===== src/rtl/ht1632_frame_rx_pkg.sv =====
// Shared constants and FSM state encoding for the HT1632 write-link receiver.
// The game-side sequence builder imports the same ID and width constants.
package ht1632_frame_rx_pkg;

    localparam int          ID_BITS   = 3;
    localparam int          ADDR_BITS = 7;
    localparam int          DATA_BITS = 384;
    localparam logic [2:0]  ID_CODE   = 3'b101;
    localparam int          ROWS      = 16;
    localparam int          COLS      = 24;

    typedef enum logic [2:0] {
        ARM,
        IDLE,
        ID,
        ADDR,
        DATA,
        DRAIN
    } state_t;

    // Total serial bits in a well-formed write frame.
    function automatic int frameBits(input int addrBits, input int dataBits);
        return ID_BITS + addrBits + dataBits;
    endfunction

endpackage


===== src/rtl/ht1632_sync_edge.sv =====
// N-stage synchronizer for an asynchronous pin with registered rise/fall pulses.
// level_o is the synchronized sample that the rise/fall pulses were computed from.
module ht1632_sync_edge #(
    parameter int STAGES = 2
) (
    input  logic clk_i,
    input  logic rst_i,
    input  logic d_i,
    output logic level_o,
    output logic rise_o,
    output logic fall_o
);

    logic [STAGES-1:0] chain_q;
    logic              prev_q;
    logic              rise_q;
    logic              fall_q;

    // STAGES must be at least 2 for metastability protection.
    always_ff @(posedge clk_i or posedge rst_i) begin
        if (rst_i) begin
            chain_q <= '0;
            prev_q  <= 1'b0;
            rise_q  <= 1'b0;
            fall_q  <= 1'b0;
        end else begin
            chain_q <= {chain_q[STAGES-2:0], d_i};
            prev_q  <= chain_q[STAGES-1];
            rise_q  <= chain_q[STAGES-1] & ~prev_q;
            fall_q  <= ~chain_q[STAGES-1] & prev_q;
        end
    end

    assign level_o = prev_q;
    assign rise_o  = rise_q;
    assign fall_o  = fall_q;

endmodule


===== src/rtl/ht1632_frame_rx.sv =====
// Receive end of the HT1632 cs/write/data link: deserializes one write frame into
// a double-buffered pixel register. Optional readback port: HT1632_RX_READBACK_EN.
module ht1632_frame_rx #(
    parameter int         DATA_BITS   = ht1632_frame_rx_pkg::DATA_BITS,
    parameter int         ADDR_BITS   = ht1632_frame_rx_pkg::ADDR_BITS,
    parameter logic [2:0] ID_CODE     = ht1632_frame_rx_pkg::ID_CODE,
    parameter int         SYNC_STAGES = 2
) (
    input  logic                 clk_i,
    input  logic                 rst_i,
    input  logic                 cs_i,
    input  logic                 write_i,
    input  logic                 data_i,
    output logic [DATA_BITS-1:0] frame_data_o,
    output logic [ADDR_BITS-1:0] frame_addr_o,
    output logic                 frame_valid_o,
    output logic [15:0]          frame_count_o,
    output logic                 err_id_o,
    output logic                 err_len_o,
    output logic                 busy_o
`ifdef HT1632_RX_READBACK_EN
    ,
    input  logic [3:0]           rd_row_i,
    input  logic [4:0]           rd_col_i,
    output logic                 rd_pixel_o
`endif
);

    import ht1632_frame_rx_pkg::*;

    localparam int FRAME_BITS = frameBits(ADDR_BITS, DATA_BITS);
    localparam int CNT_W      = $clog2(FRAME_BITS + 1);

    localparam logic [CNT_W-1:0] CNT_ID_LAST   = CNT_W'(ID_BITS - 1);
    localparam logic [CNT_W-1:0] CNT_ADDR_LAST = CNT_W'(ID_BITS + ADDR_BITS - 1);
    localparam logic [CNT_W-1:0] CNT_FULL      = CNT_W'(FRAME_BITS);
    localparam logic [CNT_W-1:0] CNT_SAT       = CNT_W'(FRAME_BITS + 1);

    logic csLevel;
    logic csRise;
    logic csFall;
    logic wrRise;
    logic unusedWrLevel;
    logic unusedWrFall;

    logic [SYNC_STAGES:0]  dataChain_q;
    logic                  bitIn;

    state_t                state_q;
    logic [CNT_W-1:0]      bitCount_q;
    logic [CNT_W-1:0]      bitCount_d;
    logic [ID_BITS-1:0]    idShift_q;
    logic [ID_BITS-1:0]    idShift_d;
    logic [ADDR_BITS-1:0]  addrShift_q;
    logic [ADDR_BITS-1:0]  addrShift_d;
    logic [DATA_BITS-1:0]  dataShift_q;
    logic [DATA_BITS-1:0]  dataShift_d;
    logic                  idBad_q;

    logic [DATA_BITS-1:0]  frameData_q;
    logic [ADDR_BITS-1:0]  frameAddr_q;
    logic                  frameValid_q;
    logic [15:0]           frameCount_q;
    logic                  errId_q;
    logic                  errLen_q;

    ht1632_sync_edge #(.STAGES(SYNC_STAGES)) u_csSync (
        .clk_i  (clk_i),
        .rst_i  (rst_i),
        .d_i    (cs_i),
        .level_o(csLevel),
        .rise_o (csRise),
        .fall_o (csFall)
    );

    ht1632_sync_edge #(.STAGES(SYNC_STAGES)) u_wrSync (
        .clk_i  (clk_i),
        .rst_i  (rst_i),
        .d_i    (write_i),
        .level_o(unusedWrLevel),
        .rise_o (wrRise),
        .fall_o (unusedWrFall)
    );

    // One stage longer than the strobe synchronizer so bitIn lines up with wrRise.
    always_ff @(posedge clk_i or posedge rst_i) begin
        if (rst_i) begin
            dataChain_q <= '0;
        end else begin
            dataChain_q <= {dataChain_q[SYNC_STAGES-1:0], data_i};
        end
    end

    assign bitIn = dataChain_q[SYNC_STAGES];

    always_comb begin
        bitCount_d  = (bitCount_q == CNT_SAT) ? bitCount_q : bitCount_q + 1'b1;
        idShift_d   = {idShift_q[ID_BITS-2:0], bitIn};
        addrShift_d = {addrShift_q[ADDR_BITS-2:0], bitIn};
        dataShift_d = {dataShift_q[DATA_BITS-2:0], bitIn};
    end

    always_ff @(posedge clk_i or posedge rst_i) begin
        if (rst_i) begin
            state_q      <= ARM;
            bitCount_q   <= '0;
            idShift_q    <= '0;
            addrShift_q  <= '0;
            dataShift_q  <= '0;
            idBad_q      <= 1'b0;
            frameData_q  <= '0;
            frameAddr_q  <= '0;
            frameValid_q <= 1'b0;
            frameCount_q <= '0;
            errId_q      <= 1'b0;
            errLen_q     <= 1'b0;
        end else begin
            frameValid_q <= 1'b0;
            errId_q      <= 1'b0;
            errLen_q     <= 1'b0;
            case (state_q)
                ARM: begin
                    if (csLevel) begin
                        state_q <= IDLE;
                    end
                end
                IDLE: begin
                    if (csFall) begin
                        state_q     <= ID;
                        bitCount_q  <= '0;
                        idShift_q   <= '0;
                        addrShift_q <= '0;
                        dataShift_q <= '0;
                        idBad_q     <= 1'b0;
                    end
                end
                ID, ADDR, DATA, DRAIN: begin
                    // A cs rise outranks a write edge seen in the same sample.
                    if (csRise) begin
                        state_q <= IDLE;
                        if ((bitCount_q == CNT_FULL) && !idBad_q) begin
                            frameData_q  <= dataShift_q;
                            frameAddr_q  <= addrShift_q;
                            frameValid_q <= 1'b1;
                            frameCount_q <= frameCount_q + 16'd1;
                        end else begin
                            errId_q  <= idBad_q;
                            errLen_q <= (bitCount_q != CNT_FULL);
                        end
                    end else if (wrRise) begin
                        bitCount_q <= bitCount_d;
                        case (state_q)
                            ID: begin
                                idShift_q <= idShift_d;
                                if (bitCount_q == CNT_ID_LAST) begin
                                    if (idShift_d == ID_CODE) begin
                                        state_q <= ADDR;
                                    end else begin
                                        state_q <= DRAIN;
                                        idBad_q <= 1'b1;
                                    end
                                end
                            end
                            ADDR: begin
                                addrShift_q <= addrShift_d;
                                if (bitCount_q == CNT_ADDR_LAST) begin
                                    state_q <= DATA;
                                end
                            end
                            DATA: begin
                                if (bitCount_q < CNT_FULL) begin
                                    dataShift_q <= dataShift_d;
                                end
                            end
                            default: begin
                            end
                        endcase
                    end
                end
                default: begin
                    state_q <= ARM;
                end
            endcase
        end
    end

    assign frame_data_o  = frameData_q;
    assign frame_addr_o  = frameAddr_q;
    assign frame_valid_o = frameValid_q;
    assign frame_count_o = frameCount_q;
    assign err_id_o      = errId_q;
    assign err_len_o     = errLen_q;
    assign busy_o        = !csLevel && (state_q inside {ID, ADDR, DATA, DRAIN});

`ifdef HT1632_RX_READBACK_EN
    localparam int IDX_W = $clog2(DATA_BITS);

    int               rdIndex;
    logic             rdInRange;
    logic [IDX_W-1:0] rdBit;
    logic             rdPixel_q;

    always_comb begin
        rdIndex   = int'(rd_row_i) * COLS + int'(rd_col_i);
        rdInRange = (int'(rd_row_i) < ROWS) && (int'(rd_col_i) < COLS) && (rdIndex < DATA_BITS);
        rdBit     = rdInRange ? IDX_W'(DATA_BITS - 1 - rdIndex) : '0;
    end

    always_ff @(posedge clk_i or posedge rst_i) begin
        if (rst_i) begin
            rdPixel_q <= 1'b0;
        end else begin
            rdPixel_q <= rdInRange ? frameData_q[rdBit] : 1'b0;
        end
    end

    assign rd_pixel_o = rdPixel_q;
`endif

endmodule


===== config.mk =====
export PLATFORM = sky130hd
export DESIGN_NAME = ht1632_frame_rx
export DESIGN_NICKNAME = d
export VERILOG_FILES = /design/src/rtl/ht1632_frame_rx_pkg.sv /design/src/rtl/ht1632_sync_edge.sv /design/src/rtl/ht1632_frame_rx.sv
export SDC_FILE = /design/constraint.sdc
export NUM_CORES = 1
export LEC_CHECK = 0
export CELL_PAD_IN_SITES_DETAIL_PLACEMENT = 1
export CELL_PAD_IN_SITES_GLOBAL_PLACEMENT = 2
export CORE_ASPECT_RATIO = 1.2
export CORE_MARGIN = 3
export CORE_UTILIZATION = 36
export DETAILED_ROUTE_END_ITERATION = 8
export PLACE_DENSITY = 0.85
export SYNTH_ARGS = -nofsm -noshare
export SYNTH_HDL_FRONTEND = slang
export SYNTH_SLANG_ARGS = --single-unit

===== constraint.sdc =====
create_clock -name clk_i -period 32.4 [get_ports clk_i]
set_clock_uncertainty 0.1 [all_clocks]
set_input_delay 3.24 -clock clk_i [delete_from_list [all_inputs] [get_ports clk_i]]
set_output_delay 3.24 -clock clk_i [all_outputs]
set_load 0.02 [all_outputs]

After elaboration in Yosys (flattened, before gate mapping)
Cells that the tools add are included.

storage, ports and cells
  register bits after elaboration = 828
  input port bits = 5
  output and inout bits = 411
  logic and storage cells = 116

cells by class
  $add $sub $neg = 2
  magnitude comparators = 1
  equality and inequality tests = 26
  multiplexer cells = 46
  bitwise gates (word level) = 6
  reductions and logical operators = 15

operators with widths
  kind                   count
  $mux 384               5
  $pmux 384 s2           1
  $mux 9                 4
  $mux 7                 4
  $mux 3                 7
  $eq 9x9->1 const B     2
  $pmux 9 s2             1
  $add 16x1->16 const B  1
  $ne 2x2->1 const B     8
  $mux 1                 15
  $reduce_and 5->1       3
  $pmux 7 s2             1
  $ne 4x3->1 const B     3
  $reduce_and 6->1       2
  $add 9x1->9 const B    1
  $eq 3x3->1 const B     3
  $eq 9x2->1 const B     1
  $eq 9x4->1 const B     1
  $lt 9x9->1 const B     1
  $ne 9x9->1 const B     1
  $pmux 3 s3             1
  $mux 2                 4
  $reduce_and 7->1       1
  $eq 3x2->1 const B     2
  15 further kinds       23

Logic depth before layout (Yosys ltp)
Gate-level depths: netlist of the first run.

  depth in word-level cells = 7
  depth in mapped cells = 11
  gate-level depth less buffers = 7

Cells and area by module
From an unflattened synthesis of the first run, not the netlist that was laid out.

second synthesis, totals
  cells, all modules = 2525
  area, all modules = 31412.6 µm²

by module, submodules not included
  module            instances  cells each  area an instance (µm²)  sequential area each (µm²)
  ht1632_frame_rx   1          2509        31124.9                 20494.7
  ht1632_sync_edge  2          8           143.9                   125.1

Least setup slack after synthesis of the first run
Ideal clock, no wire load.

  path type = register -> output
  from = register state_q[2]
  to = output busy_o
  data arrival time = 1667 ps
  data required time = 29060 ps
  slack = 27393 ps
  stages on the path, launching flop included = 7
  buffers on the path = 3
  cell sequence = dfrtp_1 -> clkbuf_1 -> inv_1 -> ha_1 -> clkbuf_1 -> clkbuf_1 -> nor2_1

on the way
  word-level cells in the longest chain between the ends = 3
  elaborated cells between the ends (all ways) = 6
  those cells by class = eq/ne: 4; reduce/logical: 2

ends and longest elaborated chain
  item                                             RTL line                text
  start: declaration                               ht1632_frame_rx.sv:49   state_t state_q;
  start signal: assignment                         ht1632_frame_rx.sv:105  state_q <= ARM;
  start signal: assignment                         ht1632_frame_rx.sv:124  state_q <= IDLE;
  start signal: assignment                         ht1632_frame_rx.sv:129  state_q <= ID;
  $eq 3x2->1 / $eq 3x3->1 (equally long branches)  ht1632_frame_rx.sv:193  assign busy_o = !csLevel && (state_q inside {ID, ADDR, DATA, DRAIN});
  $reduce_bool 4->1 (*)                            ht1632_frame_rx.sv:193
  $logic_and 1x1->1 (*)                            ht1632_frame_rx.sv:193
  end: declaration                                 ht1632_frame_rx.sv:20   output logic busy_o

Mark *: on every way between the ends. The rest lies on a longest branch, timed or not.

==> results of run 1 <==
-- worst max-delay path by stage --
stage | to | cells past startpoint
2_1_floorplan | addrShift_q[0] | 1
3_3_place_gp | frame_data_o[111] | 5
3_5_place_dp | dataShift_q[111] | 5
4_1_cts | dataShift_q[151] | 5
5_1_grt | dataShift_q[151] | 5
6_report | frame_data_o[150] | 5
-- kinds of logic after synthesis --
| logic type | count (synthesis) |
|---|---|
| buffers and inverters | 190 |
| adders and majority gates | 6 |
| xor gates and xnor gates | 15 |
| muxes | 3 |
| AOI/OAI and AO/OA | 440 |
| DFF | 828 |
| and+or+nand+nor | 1266 |
-- area by class of cell --
type	instances	share of cell area
clock buffer	119	0.06574
multi-input combinational	1730	0.2335
sequential	828	0.5387
timing repair buffer	432	0.1129
inverter	9	0.001399
tap	1121	0.03647
clock inverter	32	0.01126
-- Yosys cell counts (2+ instances only) --
master and number:
nand2b_1 4, or3_1 3, xnor2_1 10, nand4b_1 2, or3b_2 2, buf_4 38
nor3b_1 3, nand2_1 1192, o311ai_0 2, o211a_1 2, clkbuf_1 31, o31ai_1 3
buf_2 110, nand4_1 7, xor2_1 5, or4_1 2, nor2_1 10, buf_6 2
o2bb2ai_1 2, and3_1 3, a21oi_1 12, a22o_1 390, a21boi_0 2, nor3_1 6
a31oi_1 5, nor4_1 3, nor2b_1 5, nand3_1 8, or4b_2 2, and2_1 2
mux2i_1 2, inv_1 8, ha_1 6, o21ai_0 13, dfrtp_1 828
-- flip-flops by register name, indices dropped and copies added (netlist names), 2 cells and up --
signal            count
frame_count_o        16
state_q               3
dataShift_q         384
frame_data_o        384
dataChain_q           3
bitCount_q            9
addrShift_q           7
u_wrSync.chain_q      2
u_csSync.chain_q      2
idShift_q             2
frame_addr_o          7
-- metrics by stage --
stage               hold WS [ns]    util  instances  power (mW)
detailed placement        0.2355  0.4232       4120       1.227
CTS                       0.2511  0.4585       4271       2.267
finish                    0.2499  0.4585       4271       2.236
global placement          0.2330  0.4232       4120       1.220
floorplan                 0.2312       -       2748       1.190
global route              0.2610  0.4585       4271       2.330
-- routing by layer --
metal / vias up / part of all wire / wire length [um]
met5: - / 0 / 0
met4: 0 / 0.022 / 1781
met3: 104 / 0.047 / 3825
met2: 461 / 0.50 / 40990
met1: 11287 / 0.43 / 35500
li1: 9830 / - / -
-- power by group through the flow --
stage | combinational, mW | sequential [mW] | clock (mW)
after global placement | 0.156 | 1.06 | 0
after CTS | 0.164 | 1.05 | 1.06
after floorplan | 0.128 | 1.06 | 0
after detailed placement | 0.163 | 1.06 | 0
final | 0.163 | 1.05 | 1.03
after global routing | 0.181 | 1.05 | 1.10
==> flow_metrics.tcl, run 1 <==
set metrics [dict create \
    synth_simple_gate_area_share 0.1624 \
    antenna_found_initial 0 \
    grt-busiest-layer "met2" \
    start_util 0.3658 \
    p_sw_frac 0.2521 \
    grt_pass1_wl_mm 133.8 \
    cts_sinks 828 \
    grt_max_degree 206 \
    cap_violations 0 \
    crit_type "input port to async pin" \
    path_clk_slew_ns 0.06 \
    vdd_drop_max_uv 51.49 \
    gp_congestion 0.8098 \
    hold_depth 0 \
    r2r_slack_ns 27.45 \
    synth_xor_area_frac 0.004281 \
    clk_latency_ns 0.64 \
    synth-compound-area-share 0.1217 \
    critical_path_arrival_ns 7.09 \
    synth_top_family_by_area "simple AND/OR/NAND/NOR gates" \
    combPwrFrac 0.073 \
    num_rows 116 \
    htreeDepth 3 \
    multi_input_area_um2 8981 \
    syn2layout_area_growth_pct 25.34 \
    crit_fanout 137 \
    fin_ws_ns 25.85 \
    hp-start "u_wrSync.chain_q[0]" \
    crit_slowest_cell "buf_4" \
    grtUsageTotal 0.1845 \
    holdBufCountCts 0 \
    clk_path_buf_depth 3 \
    fin_area_um2 38460 \
    use_met2 0.3110 \
    vias_per_cell 5.077 \
    num_vias 21682 \
    synth_enable_flop_cells 0 \
    internal-power_mw 1.672 \
    slew_headroom 0.2183 \
    final_cell_mix "1192 x nand2_1, 828 x dfrtp_1, 415 x clkdlybuf4s50_1, 390 x a22o_1, 88 x clkbuf_16" \
    drtPass1Iterations 5 \
    seqPwrFrac 0.468 \
    power.switching_mw 0.5636 \
    syn_area_um2 30690 \
    async_flop_share 1.000 \
    p_per_area_nw_per_um2 58.12 \
    crit_family "buffers and inverters" \
    first_iter_violations 1593 \
    first_global_vias 23218 \
    min_period_ns 6.547 \
    ctsRootBufferMaster "clkbuf_16" \
    ys_seq_area_frac 0.6752 \
    ys_top_cells_by_area "dfrtp_1 68%, nand2_1 15%, a22o_1 11%, buf_2 1.8%, buf_4 0.93%" \
    ant_nets 0 \
    r2r_start "state_q[2]" \
    hold_violations 0 \
    die_y_um 325.8 \
    critPathMostFrequentCell "buf_4" \
    die_w_um 272.5 \
    min_path_type "flop to flop" \
    nNetsFinal 3098 \
    seqCellArea_um2 20720 \
    cts_setup_buffers 0 \
    route.detailed.wl_per_inst_um 19.22 \
    synth-adder-area-share 0.002446 \
    cts_resized 0 \
    antenna_cells 0 \
    status "finished, final reports clean" \
    startpoint_type "input port" \
    dp_slack_ns 24.99 \
    yosys_warnings 0 \
    tightest_slew_ns 1.173 \
    path_buf_inv 5 \
    hold_end "u_wrSync.chain_q[1]" \
    coreArea_um2 83890 \
    setup_viol 0 \
    endpoint_kind "async pin" \
    ys_ff_latch 828 \
    syn-num-nets 2759 \
    crit_path_cell_trace "clkdlybuf4s50_1 > inv_8 > buf_4 > buf_4 > buf_4" \
    fin_crit_sh 0.2021 \
    p_leak_nw 19.42 \
    clkPwrFrac 0.460 \
    slowest_delay_ns 0.86 \
    synth.largest_area_cell "dfrtp_1" \
    worstReg2RegEnd "frame_data_o[192]" \
    dpl-instance-area_um2 35500 \
    synth_ff_type "dfrtp_1" \
    final_common_cell "nand2_1" \
    drc 0 \
    num-fill-cells 9033 \
    r2r.worst_path.cells 8 \
    overflow 0 \
    ys_types 58 \
    tns_ns 0 \
    max_freq_ghz 0.1527 \
    crit_start "rst_i" \
    cp.required_ns 32.95 \
    dieArea_um2 88800 \
    io-pin-count 416 \
    cts_buffers 86 \
    layout-drive-gt1-share 0.05524 \
    rsz0062_at_grt "false" \
    cts_tree "yes" \
    use_met3 0.03396 \
    slew_violations 0 \
    synthMuxAreaShare 0.001019 \
    syn_area_per_cell_um2 11.17 \
    io_buffers 415 \
    routed_wl_mm 82.10 \
    dp_hpwl_mm 50.72 \
    netlist.area_leader.share 0.6752 \
    synth_cells 2748 \
    use_met1 0.2429 \
]
Note: power is estimated with default switching activity, not from simulation.
==> run 2, diff against run 1 <==
Clock period 32.4 ns to 6.4 ns, I/O delays scaled along.
==> run 2 against run 1 <==
  * Via count grew 0.40%
  * Cell area is essentially flat
  * Critical path depth grew 3
  * Combinational power grew to 5.2 times the previous value
  * Highest routed layer unchanged
  * Total power grew to 5.0 times the previous value
  * Register-to-register slack lost 25 ns
  * Global-route usage grew 0.27 points
  * First-iteration DRC count shrank 12%
==> flow_metrics.tcl, run 2 (same netlist as run 1, synthesis figures left out) <==
set metrics [dict create \
    grtUsageTotal 0.1872 \
    hold_violations 0 \
    dpl-instance-area_um2 35640 \
    crit_type "flop to flop" \
    vdd_drop_max_uv 228.7 \
    min_period_ns 4.408 \
    gp_congestion 0.7863 \
    ctsRootBufferMaster "clkbuf_16" \
    clk_latency_ns 0.62 \
    tightest_slew_ns 1.112 \
    vias_per_cell 5.075 \
    layout-drive-gt1-share 0.05745 \
    endpoint_kind "flop" \
    nNetsFinal 3108 \
    die_y_um 325.8 \
    drc 0 \
    overflow 0 \
    cts_sinks 828 \
    first_iter_violations 1406 \
    grt_max_degree 204 \
    antenna_cells 0 \
    rsz0062_at_grt "false" \
    crit_path_cell_trace "inv_1 > ha_1 > or3b_2 > or3_4 > buf_4 > buf_4 > nand2_1 > nand2_1" \
    fin_area_um2 38460 \
    cts_buffers 85 \
    cts_resized 0 \
    crit_slowest_cell "buf_4" \
    slowest_delay_ns 0.83 \
    max_freq_ghz 0.2269 \
    hold_depth 0 \
    io_buffers 415 \
    r2r.worst_path.cells 8 \
    dp_hpwl_mm 52.68 \
    crit_fanout 83 \
    antenna_found_initial 0 \
    crit_family "buffers and inverters" \
    p_leak_nw 19.41 \
    start_util 0.3658 \
    cts_tree "yes" \
    status "finished, final reports clean" \
    dieArea_um2 88800 \
    final_common_cell "nand2_1" \
    fin_ws_ns 1.992 \
    startpoint_type "flop" \
    slew_violations 0 \
    fin_crit_sh 0.6887 \
    die_w_um 272.5 \
    coreArea_um2 83890 \
    dp_slack_ns 2.001 \
    min_path_type "flop to flop" \
    first_global_vias 23815 \
    slew_headroom 0.2584 \
    cap_violations 0 \
    htreeDepth 3 \
    grt_pass1_wl_mm 135.5 \
    worstSetupPathDepth 8 \
    routed_wl_mm 82.55 \
    hold_slack_ns 0.2485 \
    path_clk_slew_ns 0.06 \
    fin_total_pwr_mw 11.10 \
    cts_setup_buffers 0 \
    holdBufCountCts 0 \
    path_buf_inv 3 \
    drtPass1Iterations 5 \
    p_per_area_nw_per_um2 288.6 \
    clk_path_buf_depth 3 \
    syn2layout_area_growth_pct 25.33 \
    setup_viol 0 \
    critical_path_arrival_ns 4.86 \
    num_vias 21768 \
    route.detailed.wl_per_inst_um 19.25 \
    final_cell_mix "1192 x nand2_1, 828 x dfrtp_1, 415 x clkdlybuf4s50_1, 390 x a22o_1, 88 x clkbuf_16" \
    ant_nets 0 \
    io-pin-count 416 \
    num_rows 116 \
    cp.required_ns 6.85 \
]
run 2: changes by cell type in the layout (fill, tap and decap cells not counted), sizes merged:
cell | previous run | this run
clkbuf | 119 | 129
clkinvlp | 1 | 4
clkinv | 22 | 20
inv | 10 | 12
buf | 17 | 28
bufinv | 8 | 2
run 2: through the flow:
step           std cells   TNS, ns    util
2_1_floorplan       2748  -4729.85       -
3_3_place_gp        4131         0  0.4249
6_report            4289         0  0.4585
4_1_cts             4289         0  0.4585
3_5_place_dp        4131         0  0.4249
5_1_grt             4289         0  0.4585
run 2: report_power, final:
part	leakage [nW]	internal (mW)	switching [mW]
sequential	11.5	5.26	0.0357
clock	1.39	2.87	2.09
combinational	6.47	0.134	0.713
run 2: path summary, 6_finish.rpt:
check                                     from          endpoint  slack, ns
worst max-delay path                state_q[2]  frame_data_o[95]       1.99
worst min-delay path            dataChain_q[0]    dataChain_q[1]       0.25
worst max register to register      state_q[2]  frame_data_o[95]       1.99
worst min register to register  dataChain_q[0]    dataChain_q[1]       0.25
max in group asynchronous                rst_i  frame_data_o[27]       4.05
min in group asynchronous                rst_i  dataShift_q[256]       0.46
run 2: worst reg2reg max path, delay by kind of cell, from the launching register on:
kind	cells	cell delay, ns
fa+ha+maj	1	0.74
buf+inv	3	1.86
flops	1	0.52
simple gates	4	1.12
run 2: cell type report:
| type | count | area (um^2) |
|---|---|---|
| tap | 1121 | 1403 |
| fill | 9064 | 45430 |
| sequential | 828 | 20720 |
| multi-input combinational | 1730 | 8981 |
| clock buffer | 129 | 2566 |
| timing repair buffer | 443 | 4489 |
| inverter | 9 | 50.05 |
| clock inverter | 29 | 251.5 |
run 2: metal layers:
layer / routed length [um] / share of wire / track usage / vias up
li1: - / - / - / 9871
met1: 36010 / 0.44 / 0.2494 / 11325
met2: 40710 / 0.49 / 0.3105 / 460
met3: 4062 / 0.049 / 0.04015 / 112
met4: 1765 / 0.021 / 0.05029 / 0
met5: 0 / 0 / 0 / -
==> edit (config.mk and constraints of run 1) <==
Add a define of `HT1632_RX_READBACK_EN`.
--- a/src/rtl/ht1632_frame_rx.sv
+++ b/src/rtl/ht1632_frame_rx.sv
@@ -1,4 +1,6 @@
 // Receive end of the HT1632 cs/write/data link: deserializes one write frame into
 // a double-buffered pixel register. Optional readback port: HT1632_RX_READBACK_EN.
+`define HT1632_RX_READBACK_EN
+
 module ht1632_frame_rx #(
     parameter int         DATA_BITS   = ht1632_frame_rx_pkg::DATA_BITS,
Ports: changed (added rd_col_i, rd_pixel_o and rd_row_i); port bits go from 416 to 426. The function was not compared with the original's and may differ.
==> edit against run 1 <==
First-iteration DRC count grew 33%. Wire length grew 55%. Area after synthesis grew 16%. Setup slack lost 1400 ps. Global-route usage grew 6.1 points. Sequential cell count grew 1. Total power grew 9.3%. Final area grew 15%. Largest cell class unchanged.
==> edit: results (changes against run 1) <==
Pwr
  • Leakage Power: 19.1 nW (-1.4%)
  • Worst IR Drop VDD: 0.0948 mV (+84%)
  • Sw frac: 29.0% (+3.8 points)

Route
  • Total wire length: 127000 µm (+55%)
  • Vias: 26867 (+24%)

Final layout
  • Clock buffer count: 131 (+10%)
  • Fin nets: 3609 (+16%)
  • Final std cells w/o fill: 4929 (+15%)
  • Clk cell area share: 7.11% (-0.59 points)
  • Nonclk buf count: 458 (+6.0%)
  • Nonclk inv count: 19 (+10)
  • Antenna Cells: 1 (+1)
  • Number of multi-input logic gates: 2184 (+26%)
  • Fraction of layout cells with a size suffix above 1: 17.7% (+12 points)

Setup path
  • Worst setup endpoint: rd_pixel_o
  • R2R Path End: frame_data_o[101]
  • Crit path largest cell delay: 840 ps (-20 ps)
  • Top delay family on crit path: compound AO/OA/AOI/OAI gates
  • Worst EP arrival: 8380 ps (+1290 ps)

Min path
  • Hold EP: u_csSync.chain_q[1]
  • Hold_sp: u_csSync.chain_q[0]

Clocking
  • Clock sink count: 829 (+0.12%)
  • Worst skew pair latency: 660 ps (+20 ps)

STA
  • Fin Hold WS: 253 ps (+3.29 ps)
  • Max_slew headroom: 17.6% (-4.2 points)

Place
  • DPL Wire Length: 89000 µm (+75%)
  • Dpl ws: 24000 ps (-990 ps)
  • Cell total after placement: 4760 (+16%)

Global routing
  • Total global-route track usage: 24.6% (+6.1 points)
  • Met1 Use GR: 31.1% (+6.8 points)

Synthesis
  • Cell area after synthesis: 35700 µm² (+16%)
  • Mapped Avg Cell Area: 10.9 µm² (-2.0%)
  • Synth top area cells: dfrtp_1 (58%), mux2_2 (13%), nand2_1 (9.0%)
  • Register area share after synthesis: 58.1% (-9.4 points)
  • Most frequent cells after synthesis: nand2_1 (855), dfrtp_1 (829), o21ai_0 (442)
  • Post-synthesis net count: 3288 (+19%)

Status
  • Status: completed
==> edit: routing by layer <==
| layer | share of wire, % | vias to the layer above |
|---|---|---|
| li1 | - | 11938 |
| met1 | 41 | 13957 |
| met2 | 49 | 757 |
| met3 | 5.9 | 215 |
| met4 | 4.2 | 0 |
| met5 | 0 | - |
==> edit: logic make-up (layout without fill, tap and decap cells) <==
family,after synthesis,count (layout),synth area share [%]
other,0,1,0
adders and majority gates,13,13,0.498
DFF,829,829,58.1
and+or+nand+nor,1016,1016,11.5
buffers and inverters,248,645,2.77
xor gates and xnor gates,25,25,0.614
AOI/OAI and AO/OA,643,643,10.5
muxes,487,487,15.9
==> edit: power groups by stage <==
stage | registers [mW] | clock network, mW | logic (mW)
after floorplan | 1.07 | 0 | 0.213
after global placement | 1.07 | 0 | 0.298
after detailed placement | 1.07 | 0 | 0.302
after CTS | 1.05 | 1.12 | 0.304
after global routing | 1.05 | 1.15 | 0.332
final | 1.05 | 1.09 | 0.302
